$ cat src/rtl/sr_latch_driver_if.sv
// Request/acknowledge interface between clocked control logic and the
// SR latch write-and-verify controller.
interface sr_latch_driver_if;
    logic req;   // write request, sampled only while the controller is idle
    logic val;   // target latch value (1 = set, 0 = clear)
    logic busy;  // controller is not idle
    logic ack;   // one-cycle completion pulse
    logic err;   // verification failure, valid with ack

    modport master (output req, val, input busy, ack, err);
    modport slave  (input req, val, output busy, ack, err);
endinterface

$ cat src/rtl/sr_latch_driver.sv
// Write-and-verify controller for an external SR latch with enable.
// Drives s/r/en with one cycle of setup and hold around an en pulse,
// reads q/nq back through 2-flop synchronizers and retries on mismatch.
module sr_latch_driver #(
    parameter int PULSE_W   = 2,  // en high time per attempt, 1..15
    parameter int MAX_TRIES = 3   // attempts before reporting an error, 1..7
) (
    input  logic              clk,
    input  logic              rst_n,
    sr_latch_driver_if.slave  bus,
    output logic              s,
    output logic              r,
    output logic              en,
    input  logic              q,
    input  logic              nq
);

    localparam int TRIES_W = $clog2(MAX_TRIES + 1);

    typedef enum logic [2:0] {
        IDLE, SETUP, PULSE, HOLD, SETTLE, CHECK, DONE
    } state_t;

    state_t               state, state_next;
    logic                 tgt, tgt_next;
    logic [TRIES_W-1:0]   tries, tries_next;
    logic [3:0]           cnt, cnt_next;
    logic                 err_flag, err_flag_next;

    logic                 q_meta, q_sync, nq_meta, nq_sync;
    logic                 pass;

    logic                 busy_q, ack_q, err_q;
    logic                 s_d, r_d, en_d, busy_d, ack_d, err_d;

    assign bus.busy = busy_q;
    assign bus.ack  = ack_q;
    assign bus.err  = err_q;

    // The latch must hold the captured value on q and its complement on nq;
    // qs == nqs (invalid or forbidden state) therefore never passes.
    assign pass = (q_sync == tgt) && (nq_sync == ~tgt);

    // Bring the asynchronous latch outputs into the clock domain.
    always_ff @(posedge clk or negedge rst_n) begin
        if (!rst_n) begin
            q_meta  <= 1'b0;
            q_sync  <= 1'b0;
            nq_meta <= 1'b0;
            nq_sync <= 1'b0;
        end else begin
            // NOTE: non-blocking assignments let every flop sample the old value of its neighbour, which is what makes this a two-stage chain.
            q_meta  <= q;
            q_sync  <= q_meta;
            nq_meta <= nq;
            nq_sync <= nq_meta;
        end
    end

    // State register plus registered outputs; reset drops en immediately.
    always_ff @(posedge clk or negedge rst_n) begin
        if (!rst_n) begin
            state    <= IDLE;
            tgt      <= 1'b0;
            tries    <= '0;
            cnt      <= '0;
            err_flag <= 1'b0;
            s        <= 1'b0;
            r        <= 1'b0;
            en       <= 1'b0;
            busy_q   <= 1'b0;
            ack_q    <= 1'b0;
            err_q    <= 1'b0;
        end else begin
            state    <= state_next;
            tgt      <= tgt_next;
            tries    <= tries_next;
            cnt      <= cnt_next;
            err_flag <= err_flag_next;
            s        <= s_d;
            r        <= r_d;
            en       <= en_d;
            busy_q   <= busy_d;
            ack_q    <= ack_d;
            err_q    <= err_d;
        end
    end

    // Next-state logic: sequencing, attempt counting and pass/fail decision.
    always_comb begin
        // NOTE: every variable gets a default before the case so that no path leaves it unassigned, which would infer a latch.
        state_next    = state;
        tgt_next      = tgt;
        tries_next    = tries;
        cnt_next      = cnt;
        err_flag_next = err_flag;
        unique case (state)
            IDLE: begin
                if (bus.req) begin
                    tgt_next   = bus.val;
                    tries_next = TRIES_W'(1);
                    state_next = SETUP;
                end
            end
            SETUP: begin
                cnt_next   = '0;
                state_next = PULSE;
            end
            PULSE: begin
                if (cnt == 4'(PULSE_W - 1)) begin
                    state_next = HOLD;
                end else begin
                    cnt_next = cnt + 4'd1;
                end
            end
            HOLD: begin
                cnt_next   = '0;
                state_next = SETTLE;
            end
            SETTLE: begin
                if (cnt == 4'd1) begin
                    state_next = CHECK;
                end else begin
                    cnt_next = cnt + 4'd1;
                end
            end
            CHECK: begin
                if (pass) begin
                    err_flag_next = 1'b0;
                    state_next    = DONE;
                end else if (tries < TRIES_W'(MAX_TRIES)) begin
                    // CHECK already presents s/r, so it serves as the setup
                    // cycle of the retry and the next pulse follows directly.
                    tries_next = tries + TRIES_W'(1);
                    cnt_next   = '0;
                    state_next = PULSE;
                end else begin
                    err_flag_next = 1'b1;
                    state_next    = DONE;
                end
            end
            DONE: begin
                state_next = IDLE;
            end
            default: begin
                state_next = IDLE;
            end
        endcase
    end

    // Output decode from the next state, so the registered outputs line up
    // with the state they belong to and never depend combinationally on inputs.
    always_comb begin
        s_d    = 1'b0;
        r_d    = 1'b0;
        en_d   = 1'b0;
        busy_d = 1'b1;
        ack_d  = 1'b0;
        err_d  = 1'b0;
        unique case (state_next)
            IDLE: begin
                busy_d = 1'b0;
            end
            SETUP, HOLD, CHECK: begin
                s_d = tgt_next;
                r_d = ~tgt_next;
            end
            PULSE: begin
                s_d  = tgt_next;
                r_d  = ~tgt_next;
                en_d = 1'b1;
            end
            SETTLE: begin
                s_d = 1'b0;
            end
            DONE: begin
                ack_d = 1'b1;
                err_d = err_flag_next;
            end
            default: begin
                busy_d = 1'b0;
            end
        endcase
    end

endmodule

$ cat src/flat_wrapper.sv
// flat-port wrapper written by rule: the top's interface ports become plain ports
module sr_latch_driver_flat 
#(
    parameter int PULSE_W   = 2,                                    
    parameter int MAX_TRIES = 3                                              
)
  (clk, rst_n, s, r, en, q, nq, bus_req, bus_val, bus_busy, bus_ack, bus_err);
  sr_latch_driver_if bus_i ();
  input  logic clk;
  input  logic rst_n;
  output logic s;
  output logic r;
  output logic en;
  input  logic q;
  input  logic nq;
  input wire logic [$bits(bus_i.req)-1:0] bus_req;
  input wire logic [$bits(bus_i.val)-1:0] bus_val;
  output wire logic [$bits(bus_i.busy)-1:0] bus_busy;
  output wire logic [$bits(bus_i.ack)-1:0] bus_ack;
  output wire logic [$bits(bus_i.err)-1:0] bus_err;
  assign bus_i.req = bus_req;
  assign bus_i.val = bus_val;
  assign bus_busy = bus_i.busy;
  assign bus_ack = bus_i.ack;
  assign bus_err = bus_i.err;
  sr_latch_driver #(.PULSE_W(PULSE_W), .MAX_TRIES(MAX_TRIES)) u_core (.clk(clk), .rst_n(rst_n), .bus(bus_i), .s(s), .r(r), .en(en), .q(q), .nq(nq));
endmodule
$ cat config.mk
export PLATFORM = sky130hd
export DESIGN_NAME = sr_latch_driver_flat
export DESIGN_NICKNAME = d
export VERILOG_FILES = /design/src/rtl/sr_latch_driver_if.sv /design/src/rtl/sr_latch_driver.sv /design/src/flat_wrapper.sv
export SDC_FILE = /design/constraint.sdc
export NUM_CORES = 1
export LEC_CHECK = 0
export ABC_CLOCK_PERIOD_IN_PS = 3490
export BUFFER_PORTS_ARGS = -buffer_cell sky130_fd_sc_hd__clkbuf_2
export CAP_MARGIN = 20
export CORE_UTILIZATION = 25
export DETAILED_ROUTE_END_ITERATION = 7
export GPL_TIMING_DRIVEN = 0
export MAX_ROUTING_LAYER = met4
export PLACE_DENSITY = 0.44
export SLEW_MARGIN = 15
export SYNTH_ARGS = -nofsm -noshare
export SYNTH_HDL_FRONTEND = slang
export SYNTH_SLANG_ARGS = --single-unit
$ cat constraint.sdc
create_clock -name clk -period 3.49 [get_ports clk]
set_input_delay 0 -clock clk [delete_from_list [all_inputs] [get_ports clk]]
set_output_delay 0 -clock clk [all_outputs]
set_load 0.01 [all_outputs]
# ---- Word-level counts from Yosys, hierarchy flattened
# Cells that the tools add are included.
dict set report word_totals {
  regBits 21
  in_bits 6
  output_inout_bits 6
  elab_cells 73
}
dict set report op_classes {
  add_sub_neg 2
  order_cmp 1
  n_eq_ne 18
  n_mux 25
  n_bitwise 2
  n_reduce_logical 10
}
# operator n
set ops {}
lappend ops {{$pmux 3 s6} 1}
lappend ops {{$eq 3x3->1 const B} 5}
lappend ops {{$mux 3} 5}
lappend ops {{$eq 3x2->1 const B} 4}
lappend ops {{$mux 4} 3}
lappend ops {{$pmux 4 s3} 1}
lappend ops {{$mux 1} 11}
lappend ops {{$reduce_and 4->1} 2}
lappend ops {{$eq 3x1->1 const B} 2}
lappend ops {{$mux 2} 3}
lappend ops {{$ne 2x2->1 const B} 3}
lappend ops {{$reduce_or 6->1} 1}
lappend ops {{$add 4x1->4 const B} 1}
lappend ops {{$eq 4x1->1 const B} 1}
lappend ops {{$pmux 2 s2} 1}
lappend ops {{$reduce_or 2->1} 2}
lappend ops {{$reduce_or 4->1} 1}
lappend ops {{$logic_not 3->1} 1}
lappend ops {{$reduce_bool 3->1} 1}
lappend ops {{$add 2x1->2 const B} 1}
lappend ops {{$eq 1x1->1} 2}
lappend ops {{$lt 2x2->1 const B} 1}
lappend ops {{$ne 2x1->1 const B} 1}
lappend ops {{$not 1->1} 2}
lappend ops {{other kinds (2)} 2}

# ---- Logic depth before layout (Yosys ltp)
# Gate-level depths: netlist of the first run.
dict set report depth {
  depth_word 8
  mapped_depth 6
  depth_no_buf 6
}

# ---- Worst setup path after synthesis of the first run
# Ideal clock, no wire load.
dict set report synth_timing {
  path_type {register to register}
  startpoint {reg u_core.state[2]}
  endpoint {reg u_core.s}
  setup_ns 0.125
  t_arrival_ns 1.299
  required_time_ns 3.365
  setup_slack_ns 2.067
  stages_incl_launch_ff 5
  n_path_buf 0
  synth_period_minus_slack_ns 1.423
  path_cell_list {dfrtp_1 -> or3b_1 -> nor2_2 -> mux2_4 -> nor2b_4}
}
dict set report synth_between {
  elab_cells_between_ends 17
  cone_classes {eq/ne (9); mux (6); reduce/logical (2)}
}
# item line_no
set synth_rtl {}
lappend synth_rtl {{from (decl)} sr_latch_driver.sv:24} ;# state_t state, state_next;
lappend synth_rtl {{from (signal assigned)} sr_latch_driver.sv:75} ;# state <= state_next;
lappend synth_rtl {{$logic_not 3->1} sr_latch_driver.sv:97} ;# unique case (state)
lappend synth_rtl {{$mux 1} sr_latch_driver.sv:97}
lappend synth_rtl {{via u_core.tgt_next} sr_latch_driver.sv:25} ;# logic tgt, tgt_next;
lappend synth_rtl {{$mux 1} sr_latch_driver.sv:160} ;# unique case (state_next)
lappend synth_rtl {{via u_core.s_d} sr_latch_driver.sv:34} ;# logic s_d, r_d, en_d, busy_d, ack_d, err_d;
lappend synth_rtl {{to (signal assigned)} sr_latch_driver.sv:68} ;# s <= 1'b0;
lappend synth_rtl {{to (signal assigned)} sr_latch_driver.sv:80} ;# s <= s_d;
lappend synth_rtl {{to (decl)} sr_latch_driver.sv:11} ;# output logic s,
# The timed path passes the listed nets, and every way through them passes these cells.
# A chain may end at the register's enable or synchronous reset.

# ---- Worst setup path after layout of the first run
dict set report layout_timing {
  startpoint {reg u_core.cnt[1]}
  endpoint {reg u_core.cnt[2]}
}
dict set report layout_between {
  elab_chain_len 3
  elab_cells_between_ends 6
  cone_classes {add/sub (1); eq/ne (2); mux (2); reduce/logical (1)}
}
# item line_no
set layout_lines {}
lappend layout_lines {{from (decl)} sr_latch_driver.sv:27} ;# logic [3:0] cnt, cnt_next;
lappend layout_lines {{from (signal assigned)} sr_latch_driver.sv:78} ;# cnt <= cnt_next;
lappend layout_lines {{$add 4x1->4 / $eq 4x1->1 (equally long branches)} -}
lappend layout_lines {{$mux 4 / $ne 2x2->1 (equally long branches)} -}
lappend layout_lines {{$pmux 4 s3 / $reduce_and 4->1 (equally long branches)} -}
# Several ways; a longest one is shown, not always the timed one. The select of a mux whose other input is x is not followed.

==> results.py, run 1 <==
metrics = {
    "routing": {
        "viasPerCell": 4.53,
        "drt_first_pass_iters": 4,
        "ant_nets": 0,
        "wl_um": 1730,
        "drtIter0Drc": 15,
        "avgRoutedWirePerCell_um": 11.7,
        "drc": 0,
        "dr_total_vias": 670,
    },
    "floorplanning": {
        "ios": 12,
        "dieWidth_um": 64.3,
        "die_y_um": 64.3,
        "row_count": 22,
        "start_util_pct": 26.3,
        "core-area_mm2": 0.00369,
        "die_area_mm2": 0.00413,
    },
    "critical_path": {
        "cp-start-kind": "flop",
        "crit_fanout": 4,
        "slowest_delay_ns": 0.42,
        "arrival_ns": 1.80,
        "path_class": "reg -> reg",
        "timing.rr.start": "u_core.cnt[1]",
        "cp.required_ns": 3.66,
        "cpLargestDelayFamily": "compound AO/OA/AOI/OAI gates",
        "critPathSlowestCell": "dfrtp_1",
        "cp_cell_sequence": "inv_1 > ha_1 > nor3b_2 > nor2_1 > o221a_4 > a31oi_1",
        "crit_buf_inv": 1,
        "crit_path_start": "u_core.cnt[1]",
        "end_kind": "flop",
    },
    "placed_design": {
        "io_buffers": 11,
        "dp_hpwl_um": 1300,
        "gp_congestion": 0.770,
    },
    "timing": {
        "tightest_slew_ns": 0.495,
        "layout_min_cycle_time_ns": 1.63,
        "period_share_pct": 46.7,
        "tns_ns": 0,
        "hold_viol": 0,
        "rsz0062_at_grt": "false",
        "setup_violations": 0,
        "skew_ns": 0.00347,
        "fmax_mhz": 613,
        "relSlewSlack_pct": 67.0,
        "drv_slew": 0,
    },
    "worst_hold_path": {
        "hp-class": "in -> reg",
        "hp-start": "bus_val",
    },
    "final_layout": {
        "drive_gt1_share_pct": 28.0,
        "antennaDiodeCount": 0,
        "post-route-util_pct": 31.3,
        "fill_cells": 396,
        "syn_to_final_growth_pct": 19.2,
        "nNetsFinal": 111,
    },
    "clocking": {
        "cts_tree": "yes",
        "cts_htree_levels": 1,
        "cts_buffers": 3,
        "cts.sinks": 20,
        "post_cts_buffers": 0,
        "insertion_delay_ns": 0.25,
        "clkTransAtPathRegs_ns": 0.07,
        "clockBufferDepth": 2,
        "root_buffer": "clkbuf_8",
    },
    "synth": {
        "ys_warn_count": 0,
        "synth-edff-count": 0,
        "synth_area_um2": 970,
        "ys_seq_elements": 20,
        "synth_top_area_share_pct": 51.6,
        "synth_area_leaders": "dfrtp_1 (52%), mux2i_1 (4.1%), ha_1 (3.9%)",
        "avgSynthCellArea_um2": 11.7,
        "yosys.area.top_type": "dfrtp_1",
        "synth_fp_nets": 92,
        "ys_seq_area_share_pct": 51.6,
        "async_reset_ff_share_pct": 100,
        "synth_flop_cell": "dfrtp_1",
        "synth.distinct_cells": 36,
        "synthCells": 83,
    },
    "status": {
        "run_status": "finished clean",
    },
    "power_and_ir_drop": {
        "p_clk_share_pct": 14.9,
        "p_total_mw": 0.973,
        "combPwrFrac_pct": 47.9,
        "p_int_mw": 0.598,
        "switching_share_pct": 38.5,
        "peakVddDrop_uv": 289,
        "powerDensity_mw_per_mm2": 841,
        "switchingPower_mw": 0.375,
        "p_seq_share_pct": 37.2,
        "leakage_nw": 0.532,
    },
    "global_route": {
        "grt_overflow_total": 0,
        "grt_pass1_wl_um": 2900,
        "gr-usage-all-layers_pct": 9.56,
        "grt_pass1_vias": 649,
        "antenna_found_initial": 0,
        "grt_max_degree": 21,
    },
    "job": {
        "drv_cap": 0,
    },
}
-- path summary, 6_finish.rpt --
path                                  end  slack, ns  depth (start not counted)
max                         u_core.cnt[2]       1.86                          6
min                            u_core.tgt       0.01                          2
max reg2reg                 u_core.cnt[2]       1.86                          6
min reg2reg                 u_core.q_sync       0.35                          0
max in group asynchronous   u_core.cnt[1]       2.91                          2
min in group asynchronous  u_core.bus.ack       0.24                          2
-- synthesized netlist by cell type, types with 2 or more instances --
cell type  number
a21o_1          2
a21oi_1         2
a31oi_1         3
buf_2           3
dfrtp_1        20
ha_1            3
inv_1           2
mux2i_1         4
nand2_1         5
nor2_1          8
nor2b_1         2
nor3_1          2
nor3b_2         2
o21ai_0         3
-- power by group through the flow --
stage	Combinational [mW]	Sequential, mW	Clock, mW
after floorplan	0.357	0.366	0
after global placement	0.461	0.364	0
after detailed placement	0.469	0.366	0
after CTS	0.474	0.362	0.153
after global routing	0.519	0.374	0.166
final	0.466	0.362	0.145
-- sequential cells by signal, indices dropped and copies added (netlist names) --
signal,flops
u_core.q_meta,1
u_core.nq_meta,1
u_core.r,1
u_core.en,1
u_core.tgt,1
u_core.q_sync,1
u_core.tries,2
u_core.bus.err,1
u_core.state,3
u_core.s,1
u_core.nq_sync,1
u_core.bus.busy,1
u_core.bus.ack,1
u_core.cnt,4
-- through the flow --
stage | instances | cell area [um^2] | hold slack (ns) | setup slack (ns)
after detailed placement | 142 | 1080 | -0.00132 | 1.86
after global placement | 142 | 1080 | -0.00647 | 1.91
after floorplan | 83 | 970 | -0.296 | 2.07
after global routing | 148 | 1160 | 0.0213 | 1.75
final | 148 | 1160 | 0.0112 | 1.86
after CTS | 148 | 1160 | 0.00678 | 1.84
-- kinds of logic (layout without fill, tap and decap cells) --
| family | after synthesis | count (layout) | synth area share (%) |
|---|---|---|---|
| AO/OA/AOI/OAI | 19 | 19 | 15.7 |
| AND/OR/NAND/NOR | 31 | 31 | 20.8 |
| multiplexers | 5 | 5 | 5.68 |
| flip-flops | 20 | 20 | 51.6 |
| adder cells (fa/ha/maj) | 3 | 3 | 3.87 |
| buffers and inverters | 5 | 22 | 2.32 |
-- cell usage in the layout (no fill, tap or decap), types with 2 or more instances in the layout --
cell type	netlist	layout
a21o_1	2	2
a21oi_1	2	2
a31oi_1	3	3
buf_2	3	3
clkbuf_2	0	11
clkbuf_8	0	3
dfrtp_1	20	20
dlygate4sd3_1	0	3
ha_1	3	3
inv_1	2	2
mux2i_1	4	4
nand2_1	5	5
nor2_1	8	8
nor2b_1	2	2
nor3_1	2	2
nor3b_2	2	2
o21ai_0	3	3
-- metal layers --
metal,wire [um],GRT usage (%),share of wire [%]
met1,841,11.9,49
met2,823,14.9,48
met3,39,2.14,2.3
met4,21,3.89,1.2
met5,0,-,0
-- repair_timing --
item,CTS,global route
hold buffers,3,0
resized for setup,0,0
endpoints found under the hold margin,22,0
setup endpoints to repair,0,0
-- cell type report --
cell class	count	area [um^2]	share of cell area [%]
plain buffers	3	15.0	1.30
clock buffers	3	41.3	3.57
inverters	2	7.51	0.649
multi-input cells	58	447	38.6
flip-flops and latches	20	500	43.3
well taps	48	60.1	5.19
repair buffers	14	85.1	7.36
No activity file was read; power rests on OpenSTA's default activity.
==> inputs of run 2 (changes only) <==
--- a/config.mk
+++ b/config.mk
@@ -5,7 +5,7 @@
 export SDC_FILE = /design/constraint.sdc
 export NUM_CORES = 1
 export LEC_CHECK = 0
-export ABC_CLOCK_PERIOD_IN_PS = 3490
+export ABC_CLOCK_PERIOD_IN_PS = 1600
 export BUFFER_PORTS_ARGS = -buffer_cell sky130_fd_sc_hd__clkbuf_2
 export CAP_MARGIN = 20
 export CORE_UTILIZATION = 25
==> constraint.sdc (replaced) <==
create_clock -name clk -period 1.6 [get_ports clk]
set_input_delay 0 -clock clk [delete_from_list [all_inputs] [get_ports clk]]
set_output_delay 0 -clock clk [all_outputs]
set_load 0.01 [all_outputs]
==> run 2 against run 1 <==
  * Critical path type unchanged
  * Routed wire length increased by 3.5%
  * Core utilization grew 1.4 points
  * Fmax grew 8.2%
  * Highest routed layer unchanged
  * Critical path depth stayed put
  * Via count up 3.7%
  * Largest cell class unchanged
  * Register-to-register slack lost 1.8 ns
  * Clock power up 120%
  * Critical endpoint unchanged
  * Final area rose by 4.5%
  * Sequential share of layout area fell by 1.8 points
  * Cell count rose by 3.4%
  * Non-clock buffer count grew 5
  * Global-route usage unchanged
==> results.py, run 2 (synthesized netlist as in run 1, its figures left out) <==
metrics = {
    "status": {
        "run_status": "finished clean",
    },
    "power_and_ir_drop": {
        "powerDensity_mw_per_mm2": 1860,
        "p_total_mw": 2.25,
        "peakVddDrop_uv": 612,
        "leakage_nw": 0.555,
    },
    "clocking": {
        "cts.sinks": 20,
        "cts_buffers": 3,
        "clockBufferDepth": 2,
        "insertion_delay_ns": 0.25,
        "clkTransAtPathRegs_ns": 0.07,
        "root_buffer": "clkbuf_8",
        "cts_tree": "yes",
        "cts_htree_levels": 1,
    },
    "placed_design": {
        "place_ws_ns": -0.0290,
        "io_buffers": 11,
        "placed_cell_area_mm2": 0.00108,
        "dp_hpwl_um": 1300,
        "gp_congestion": 0.770,
    },
    "critical_path": {
        "path_class": "reg -> reg",
        "cp.depth": 6,
        "crit_path_frequent_cell": "a31oi_1",
        "slowest_delay_ns": 0.38,
        "cp.required_ns": 1.72,
        "cp-start-kind": "flop",
        "cp_cell_sequence": "inv_1 > ha_2 > or3b_4 > buf_4 > a31oi_1 > a31oi_1",
        "crit_buf_inv": 2,
        "ff2ff_path_depth": 6,
        "cpLargestDelayFamily": "flip-flops",
        "arrival_ns": 1.63,
        "end_kind": "flop",
        "critPathSlowestCell": "dfrtp_1",
        "crit_fanout": 2,
    },
    "timing": {
        "rsz0062_at_grt": "false",
        "finalWorstSetupSlack_ns": 0.0931,
        "tightest_slew_ns": 0.497,
        "setup_violations": 0,
        "drv_slew": 0,
        "fmax_mhz": 664,
        "period_share_pct": 94.2,
        "tns_ns": 0,
        "layout_min_cycle_time_ns": 1.51,
        "skew_ns": 0.00296,
        "hold_viol": 0,
        "relSlewSlack_pct": 66.8,
    },
    "floorplanning": {
        "die_area_mm2": 0.00413,
        "row_count": 22,
        "dieWidth_um": 64.3,
        "start_util_pct": 26.3,
        "ios": 12,
        "core-area_mm2": 0.00369,
        "die_y_um": 64.3,
    },
    "global_route": {
        "grt_overflow_total": 0,
        "grt_max_degree": 21,
        "grt_pass1_wl_um": 2900,
        "grt_pass1_vias": 649,
        "antenna_found_initial": 0,
        "gr-usage-all-layers_pct": 9.56,
    },
    "routing": {
        "ant_nets": 0,
        "drc": 0,
        "drtIter0Drc": 13,
        "drt_first_pass_iters": 2,
        "dr_total_vias": 695,
        "viasPerCell": 4.54,
        "avgRoutedWirePerCell_um": 11.7,
        "wl_um": 1790,
    },
    "final_layout": {
        "nNetsFinal": 116,
        "drive_gt1_share_pct": 34.3,
        "final_common_cell": "dfrtp_1",
        "syn_to_final_growth_pct": 24.6,
        "antennaDiodeCount": 0,
        "top_register": "u_core.cnt",
        "reg_top3": "u_core.cnt: 4 flops, u_core.state: 3 flops, u_core.tries: 2 flops",
        "largest_register_ffs": 4,
        "mostFrequentLayoutCells": "dfrtp_1 (19), clkbuf_2 (11), nor2_1 (8)",
        "stdcell_area_mm2": 0.00121,
    },
    "job": {
        "drv_cap": 0,
    },
    "worst_hold_path": {
        "hp-class": "in -> reg",
        "whs_path_depth": 2,
    },
}
[run 2: layer usage]
| metal | GRT usage [%] | share of wire (%) | up-vias |
|---|---|---|---|
| met5 | - | 0 | - |
| met4 | 3.89 | 1.2 | 0 |
| met3 | 2.14 | 2.2 | 2 |
| met2 | 14.9 | 48 | 7 |
| met1 | 11.9 | 48 | 340 |
| li1 | - | - | 346 |
[run 2: final timing paths]
path | start | to | slack (ns)
min | bus_val | u_core.tgt | 0.01
max reg2reg | u_core.cnt[1] | u_core.cnt[2] | 0.09
min in group asynchronous | rst_n | u_core.bus.ack | 0.24
max | u_core.cnt[1] | u_core.cnt[2] | 0.09
max in group asynchronous | rst_n | u_core.cnt[0] | 1.00
min reg2reg | u_core.q_meta | u_core.q_sync | 0.35
[run 2: final cells by class]
type / count / area (um^2)
Fill cell: 398 / 2480
Sequential cell: 20 / 502
Multi-Input combinational cell: 58 / 460
Timing Repair Buffer: 19 / 123
Tap cell: 48 / 60.1
Clock buffer: 3 / 41.3
Buffer: 3 / 15.0
Inverter: 2 / 7.51
[run 2: what timing repair did]
item	in CTS	in global routing
setup buffers	0	5
endpoints found under the setup margin	3	6
hold endpoints to repair	22	0
hold buffers	3	0
pin swaps	0	4
gates cloned	0	0
gates resized for setup	1	3
[run 2: power breakdown]
group,internal (mW),leakage (nW),switching [mW]
logic,0.571,0.286,0.570
registers,0.665,0.248,0.124
clock network,0.167,0.0216,0.152
[run 2: per-stage QoR]
stage / utilization (%) / std cells / hold slack (ns)
3_3_place_gp: 29.4 / 142 / -0.00647
4_1_cts: 31.5 / 148 / 0.00678
6_report: 32.8 / 153 / 0.00962
2_1_floorplan: - / 83 / -0.296
3_5_place_dp: 29.4 / 142 / -0.00132
5_1_grt: 32.8 / 153 / 0.0219
==> inputs of run 3 (changes only) <==
--- a/config.mk
+++ b/config.mk
@@ -8,11 +8,11 @@
 export ABC_CLOCK_PERIOD_IN_PS = 1600
 export BUFFER_PORTS_ARGS = -buffer_cell sky130_fd_sc_hd__clkbuf_2
 export CAP_MARGIN = 20
-export CORE_UTILIZATION = 25
+export CORE_UTILIZATION = 55
 export DETAILED_ROUTE_END_ITERATION = 7
 export GPL_TIMING_DRIVEN = 0
 export MAX_ROUTING_LAYER = met4
-export PLACE_DENSITY = 0.44
+export PLACE_DENSITY = 0.79
 export SLEW_MARGIN = 15
 export SYNTH_ARGS = -nofsm -noshare
 export SYNTH_HDL_FRONTEND = slang
==> constraint.sdc (replaced) <==
create_clock -name clk -period 1.6 [get_ports clk]
set_input_delay 0.16 -clock clk [delete_from_list [all_inputs] [get_ports clk]]
set_output_delay 0.16 -clock clk [all_outputs]
set_load 0.01 [all_outputs]
==> run 3 against run 2 <==
  * Routed wire length down 3.8%
  * Hold slack better by 0.12 ns
  * Power down 0.38%
  * Final area down 3.9%
  * Critical endpoint is now u_core.s
==> results.py, run 3 (synthesized netlist as in run 1, its figures left out) <==
metrics = {
    "clocking": {
        "cts_tree": "yes",
        "cts_buffers": 3,
        "cts_htree_levels": 1,
        "clkTransAtPathRegs_ns": 0.11,
        "root_buffer": "clkbuf_4",
        "insertion_delay_ns": 0.28,
        "cts.sinks": 20,
        "clockBufferDepth": 2,
    },
    "floorplanning": {
        "die_y_um": 44.0,
        "core-area_mm2": 0.00158,
        "ios": 12,
        "die_area_mm2": 0.00194,
        "row_count": 14,
        "dieWidth_um": 44.0,
        "start_util_pct": 61.5,
    },
    "critical_path": {
        "ff2ff_path_depth": 5,
        "timing.rr.start": "u_core.cnt[0]",
        "crit_fanout": 5,
        "arrival_ns": 1.79,
        "cp-start-kind": "flop",
        "cp.required_ns": 1.83,
        "path_class": "reg -> reg",
        "end_kind": "flop",
        "r2r-end": "u_core.s",
        "rrSetupSlack_ns": 0.03,
    },
    "global_route": {
        "grt_pass1_wl_um": 2610,
        "antenna_found_initial": 0,
        "gr-usage-all-layers_pct": 19.0,
        "grt_max_degree": 21,
        "grt_overflow_total": 0,
        "grt_pass1_vias": 626,
    },
    "worst_hold_path": {
        "whs_path_depth": 2,
        "hp-start": "bus_val",
        "hold_end": "u_core.tgt",
        "hp-class": "in -> reg",
    },
    "final_layout": {
        "stdcell_area_mm2": 0.00116,
        "layoutNonFillerInstCount": 120,
        "reg_top3": "u_core.cnt: 4 flops, u_core.state: 3 flops, u_core.tries: 2 flops",
        "drive_gt1_share_pct": 32.7,
        "final_common_cell": "dfrtp_1",
        "largest_register_ffs": 4,
        "top_register": "u_core.cnt",
        "nNetsFinal": 114,
        "antennaDiodeCount": 0,
        "post-route-util_pct": 73.7,
        "syn_to_final_growth_pct": 19.7,
        "mostFrequentLayoutCells": "dfrtp_1 (20), clkbuf_2 (11), nor2_1 (8)",
    },
    "routing": {
        "drt_first_pass_iters": 6,
        "avgRoutedWirePerCell_um": 14.3,
        "drc": 0,
        "dr_total_vias": 698,
        "drtIter0Drc": 14,
        "wl_um": 1720,
        "ant_nets": 0,
        "viasPerCell": 5.82,
    },
    "job": {
        "drv_cap": 0,
    },
    "power_and_ir_drop": {
        "p_int_mw": 1.37,
        "switchingPower_mw": 0.874,
        "p_clk_share_pct": 12.6,
        "leakage_nw": 0.546,
        "p_total_mw": 2.24,
        "powerDensity_mw_per_mm2": 1930,
        "switching_share_pct": 39.0,
        "combPwrFrac_pct": 51.9,
        "p_seq_share_pct": 35.5,
        "peakVddDrop_uv": 1100,
    },
    "timing": {
        "tns_ns": 0,
        "layout_min_cycle_time_ns": 1.57,
        "relSlewSlack_pct": 68.0,
        "period_share_pct": 97.9,
        "skew_ns": 0.00235,
        "tightest_slew_ns": 0.480,
        "rsz0062_at_grt": "true",
        "fmax_mhz": 638,
        "drv_slew": 0,
        "setup_violations": 0,
        "holdWs_ns": 0.127,
        "hold_viol": 0,
        "finalWorstSetupSlack_ns": 0.0334,
    },
    "status": {
        "run_status": "finished clean",
    },
    "placed_design": {
        "gp_congestion": 0.835,
        "place_inst": 110,
        "placed_cell_area_mm2": 0.00104,
        "io_buffers": 11,
        "place_ws_ns": 0.0267,
        "dp_hpwl_um": 1190,
    },
}
## run 3: worst max-delay path by stage
stage | startpoint | endpoint | slack (ns) | cells past startpoint
floorplan | u_core.state[2] | u_core.s | 0.18 | 4
global placement | u_core.cnt[1] | u_core.cnt[3] | 0.07 | 6
detailed placement | u_core.cnt[1] | u_core.cnt[2] | 0.03 | 6
CTS | u_core.cnt[1] | u_core.s | 0.003 | 6
global route | u_core.cnt[0] | u_core.cnt[2] | -0.03 | 5
finish | u_core.cnt[0] | u_core.s | 0.03 | 5
## run 3: area by class of cell
type,count,area (um^2)
Fill cell,112,415
Multi-Input combinational cell,58,474
Tap cell,16,20.0
Buffer,3,15.0
Timing Repair Buffer,17,108
Inverter,2,7.51
Sequential cell,20,500
Clock buffer,4,36.3
## run 3: timing repair
item | in CTS | in global routing
endpoints found under the setup margin | 1 | 4
gates resized for setup | 1 | 4
hold endpoints to repair | 22 | 0
cloned | 0 | 0
pin swaps | 0 | 3
setup buffers | 0 | 3
hold buffers | 3 | 0
## run 3: power by group through the flow
| stage | clock (mW) | sequential, mW | combinational [mW] |
|---|---|---|---|
| after floorplan | 0 | 0.797 | 0.778 |
| after global placement | 0 | 0.788 | 0.975 |
| after detailed placement | 0 | 0.797 | 1.01 |
| after CTS | 0.291 | 0.791 | 1.03 |
| after global routing | 0.314 | 0.808 | 1.27 |
| final | 0.282 | 0.795 | 1.16 |
## run 3: worst max-delay path, cell delays in order, from the launching register on
cell and delay [ns]:
dfrtp_1 0.45, ha_2 0.21, or3b_4 0.40, a21oi_4 0.17, o221ai_4 0.15, nor2b_4 0.13
## run 3: per-layer routing
| metal | global-route usage, % | vias to the layer above | share of wire, % |
|---|---|---|---|
| li1 | - | 340 | - |
| met1 | 23.1 | 347 | 47 |
| met2 | 33.1 | 11 | 50 |
| met3 | 3.75 | 0 | 2.4 |
| met4 | 3.64 | 0 | 0 |
| met5 | - | - | 0 |
